--- src/rtl/des_cbc_sequencer.sv ---
// CBC-mode block sequencer around an external DES core (combinational or fixed-latency pipelined).
// Owns the chaining register, the in/out valid-ready handshakes and the core latency counter.
module des_cbc_sequencer #(
    parameter int DES_LAT = 0,
    parameter int CNT_W   = 16
) (
    input  logic             clk_i,
    input  logic             rst_i,
    input  logic             start_i,
    input  logic             mode_i,
    input  logic [63:0]      key_i,
    input  logic [63:0]      iv_i,
    input  logic             in_valid_i,
    input  logic [63:0]      in_data_i,
    input  logic             in_last_i,
    output logic             in_ready_o,
    output logic             out_valid_o,
    output logic [63:0]      out_data_o,
    output logic             out_last_o,
    input  logic             out_ready_i,
    output logic [63:0]      des_in_o,
    output logic [63:0]      des_key_o,
    output logic             des_decrypt_o,
    input  logic [63:0]      des_out_i,
    output logic             busy_o,
    output logic [CNT_W-1:0] blk_count_o
);
    localparam int LW = (DES_LAT < 1) ? 1 : $clog2(DES_LAT + 1);

    typedef enum logic [1:0] {IDLE, WAIT_IN, CORE, OUT} state_t;

    state_t            state_q, state_d;
    logic [63:0]       chain_q, chain_d;
    logic [63:0]       cin_q, cin_d;
    logic [63:0]       des_in_q, des_in_d;
    logic [63:0]       des_key_q, des_key_d;
    logic              des_dec_q, des_dec_d;
    logic              last_q, last_d;
    logic [63:0]       out_data_q, out_data_d;
    logic              out_last_q, out_last_d;
    logic [LW-1:0]     lat_cnt_q, lat_cnt_d;
    logic [CNT_W-1:0]  blk_cnt_q, blk_cnt_d;

    always_comb begin
        state_d    = state_q;
        chain_d    = chain_q;
        cin_d      = cin_q;
        des_in_d   = des_in_q;
        des_key_d  = des_key_q;
        des_dec_d  = des_dec_q;
        last_d     = last_q;
        out_data_d = out_data_q;
        out_last_d = out_last_q;
        lat_cnt_d  = lat_cnt_q;
        blk_cnt_d  = blk_cnt_q;
        unique case (state_q)
            IDLE: begin
                if (start_i) begin
                    des_key_d = key_i;
                    des_dec_d = mode_i;
                    chain_d   = iv_i;
                    blk_cnt_d = '0;
                    state_d   = WAIT_IN;
                end
            end
            WAIT_IN: begin
                if (in_valid_i) begin
                    // Decrypt needs the raw ciphertext later as the next chaining value.
                    if (des_dec_q) begin
                        des_in_d = in_data_i;
                        cin_d    = in_data_i;
                    end else begin
                        des_in_d = in_data_i ^ chain_q;
                    end
                    last_d    = in_last_i;
                    lat_cnt_d = '0;
                    state_d   = CORE;
                end
            end
            CORE: begin
                if (lat_cnt_q == LW'(DES_LAT)) begin
                    if (des_dec_q) begin
                        out_data_d = des_out_i ^ chain_q;
                        chain_d    = cin_q;
                    end else begin
                        out_data_d = des_out_i;
                        chain_d    = des_out_i;
                    end
                    out_last_d = last_q;
                    state_d    = OUT;
                end else begin
                    lat_cnt_d = lat_cnt_q + 1'b1;
                end
            end
            OUT: begin
                if (out_ready_i) begin
                    blk_cnt_d = blk_cnt_q + 1'b1;
                    state_d   = out_last_q ? IDLE : WAIT_IN;
                end
            end
            default: state_d = IDLE;
        endcase
    end

    always_ff @(posedge clk_i) begin
        if (rst_i) begin
            state_q    <= IDLE;
            chain_q    <= '0;
            cin_q      <= '0;
            des_in_q   <= '0;
            des_key_q  <= '0;
            des_dec_q  <= 1'b0;
            last_q     <= 1'b0;
            out_data_q <= '0;
            out_last_q <= 1'b0;
            lat_cnt_q  <= '0;
            blk_cnt_q  <= '0;
        end else begin
            state_q    <= state_d;
            chain_q    <= chain_d;
            cin_q      <= cin_d;
            des_in_q   <= des_in_d;
            des_key_q  <= des_key_d;
            des_dec_q  <= des_dec_d;
            last_q     <= last_d;
            out_data_q <= out_data_d;
            out_last_q <= out_last_d;
            lat_cnt_q  <= lat_cnt_d;
            blk_cnt_q  <= blk_cnt_d;
        end
    end

    assign in_ready_o    = (state_q == WAIT_IN);
    assign out_valid_o   = (state_q == OUT);
    assign busy_o        = (state_q != IDLE);
    assign out_data_o    = out_data_q;
    assign out_last_o    = out_last_q;
    assign des_in_o      = des_in_q;
    assign des_key_o     = des_key_q;
    assign des_decrypt_o = des_dec_q;
    assign blk_count_o   = blk_cnt_q;

endmodule

--- config.mk ---
export PLATFORM = sky130hd
export DESIGN_NAME = des_cbc_sequencer
export DESIGN_NICKNAME = d
export VERILOG_FILES = /design/src/rtl/des_cbc_sequencer.sv
export SDC_FILE = /design/constraint.sdc
export NUM_CORES = 1
export LEC_CHECK = 0
export ABC_AREA = 0
export BUFFER_PORTS_ARGS = -buffer_cell sky130_fd_sc_hd__buf_2
export CORE_AREA = 10 10 176 178
export CTS_BUF_LIST = sky130_fd_sc_hd__clkbuf_4 sky130_fd_sc_hd__clkbuf_8 sky130_fd_sc_hd__clkbuf_16
export DETAILED_ROUTE_END_ITERATION = 10
export DIE_AREA = 0 0 186 188
export PLACE_DENSITY = 0.84
export SYNTH_ARGS = -nofsm -noshare
export SYNTH_HDL_FRONTEND = slang
export SYNTH_SLANG_ARGS = --single-unit
--- constraint.sdc ---
create_clock -name clk_i -period 5.2 [get_ports clk_i]
set_input_delay 0.26 -clock clk_i [delete_from_list [all_inputs] [get_ports clk_i]]
set_output_delay 0.26 -clock clk_i [all_outputs]
set_load 0.01 [all_outputs]
==> reports/results.ini <==
[outcome]
status = finished clean

[clock_tree]
cts_max_path_buffers = 3
cts_max_level = 2
cts_sinks = 341
clock-root-buffer = clkbuf_16
cts_buffers = 37
post-cts-setup-buffers = 0
clkTransAtPathRegs_ns = 0.06
cts_tree = built
clk_latency_ns = 0.50

[sta]
period_needed_ns = 3.04
skew_ns = 0.00772
rsz0062_at_grt = false
worstMarginPinSlew_ns = 1.27
worst_slack_ns = 2.16
slew_violations = 0
fin_crit_sh = 0.584
tns_ns = 0
hold_viol = 0
setup_viol = 0
max-slew-margin-rel = 0.148
fmax_ghz = 0.329
whs_ns = 0.0170

[cells_and_area]
fin_nets = 2521
seq_area_sq_um = 6830
area_growth_pct = 28.7
fin_cells = 2632
drive_gt1_frac = 0.248
multi_input_area_sq_um = 7410
fillers = 2099

[worst_setup_path]
end_kind = flop
cp-start-kind = flop
crit_arrival_ns = 3.46
required_ns = 5.62
path_class = flop to flop
worstPathMaxFanout = 68

[yosys]
synthDistinctLibCells = 44
async_flop_share = 0
synth_cells = 1811
yosysWarnings = 0
synth_flop_cell = dfxtp_1
synth.ff_latch_count = 341
syn_area_sq_um = 14800
ys_seq_area_frac = 0.460
synth_nets = 2080
synth_edf_count = 0
synth.avg_cell_area_sq_um = 8.20

[global_route]
grt_overflow_total = 0
grt_first_pass_wirelength_microns = 79700
grt_max_degree = 258
antenna_found_initial = 16
grt_usage = 0.283
grt_pass1_vias = 14800

[die]
ioPinCount = 476
start_util = 0.540
placementRows = 61
coreArea_sq_um = 27500
fp.dieArea_sq_um = 35000
die_h_microns = 188
dieWidth_microns = 186

[routing]
dr.pass1.iters = 5
drtIter0Drc = 1130
vias = 14800
wl_per_cell_microns = 19.7
ant_nets = 0
finalWirelength_microns = 52000
routed_via_density = 5.61
drc_errors = 0

[placement]
place_ws_ns = 2.23
dp.cells = 2494
hpwl_microns = 34100
io_buffer_count = 475
routabilityCongestion = 0.836

[power_and_ir_drop]
power_density_nw_per_um2 = 491
leakage_uw = 0.00761
ir_worst_vdd_mv = 0.396
power_uw = 9380

[hold_path]
worstHoldPathType = primary input to flop

[job]
maxCapViolCount = 0

## where the power goes
part           total (uW)  switching [uW]  internal [uW]  leakage (uW)
logic                3190            1980           1210       0.00421
registers            3560             377           3180       0.00278
clock network        2630            1040           1590      0.000623
total                9380            3400           5980       0.00761
## path summary, 6_finish.rpt
path | slack (ns) | cells past startpoint | end | from
setup / recovery | 2.16 | 8 | chain_q[24] | state_q[1]
hold / removal | 0.02 | 3 | cin_q[6] | in_data_i[6]
setup reg to reg | 2.16 | 8 | chain_q[24] | state_q[1]
hold reg to reg | 0.45 | 2 | cin_q[35] | cin_q[35]
## critical path, cell delays in order, from the launching register on
cell and delay, ns:
dfxtp_1 0.42, inv_1 0.12, ha_1 0.27, and2_2 0.21, buf_4 0.32, a21oi_4 0.64
buf_4 0.60, nand2_1 0.15, a21oi_1 0.17
## cell families after synthesis
logic type	share of synthesized area
adders and majority gates	0.00506
buffers and inverters	0.0431
AOI/OAI and AO/OA	0.176
muxes	0.0452
xor gates and xnor gates	0.0779
DFF	0.460
and+or+nand+nor	0.193
## cells in the mapped netlist, types with 2 or more instances
cell      count  area, sq um
o31ai_1       5         37.5
nor2_1      136          510
or3_1         5         31.3
or4_1         5         37.5
nor4_1        2         12.5
clkbuf_1    118          443
o211ai_1     65          488
a21oi_1     206         1030
a211oi_1    129          968
ha_1          6         75.1
xor2_1       64          561
mux2i_1      67          671
dfxtp_1     341         6830
and2b_1       2         15.0
nand2_1     456         1710
nand3_1       5         25.0
nor3_1        2         10.0
nor2b_1      65          407
buf_6         2         22.5
o21a_1        2         15.0
xnor2_1      68          596
buf_1        12         45.0
buf_2        12         60.1
o21ai_0       9         45.0
inv_1         8         30.0
## layout make-up
| cell class | count | area share |
|---|---|---|
| antenna | 8 | 0.00105 |
| clock buffer | 59 | 0.0611 |
| clock inverter | 6 | 0.00314 |
| inverter | 8 | 0.00157 |
| multi-input combinational | 1314 | 0.388 |
| sequential | 341 | 0.358 |
| tap | 346 | 0.0227 |
| timing repair buffer | 550 | 0.165 |
## stage by stage
stage	util	instance area (sq um)
2_1_floorplan	-	14800
3_3_place_gp	0.626	17200
3_5_place_dp	0.626	17200
4_1_cts	0.694	19100
5_1_grt	0.695	19100
6_report	0.695	19100
## flip-flops by register name, summed over array words and instances (netlist names)
signal	flops
blk_count_o	16
chain_q	64
cin_q	64
des_decrypt_o	1
des_in_o	64
des_key_o	64
last_q	1
out_data_o	64
out_last_o	1
state_q	2
## what timing repair did
action                                  4_1_cts  5_1_grt
gates resized for setup                       0        0
hold buffers                                 65        0
hold endpoints to repair                     65        0
endpoints found under the setup margin        0        0
## metal layers
layer  global-route usage  vias up  share of wire
met5                    0        -         0.0016
met4                0.152       12          0.052
met2                0.482      699           0.49
met1                0.309     6864           0.37
li1                     -     6993              -
met3               0.0818      190          0.091
## cell usage in the layout (no fill, tap or decap), types with 64 or more instances in the layout
cell type and n:
xnor2_1 68, dlygate4sd3_1 65, xor2_1 64, nor2b_1 65, mux2i_1 67, a211oi_1 129, dfxtp_1 340, nand2_1 454
a21oi_1 205, o211ai_1 65, nor2_1 136, buf_2 474
(Power assumes the default switching activity.)
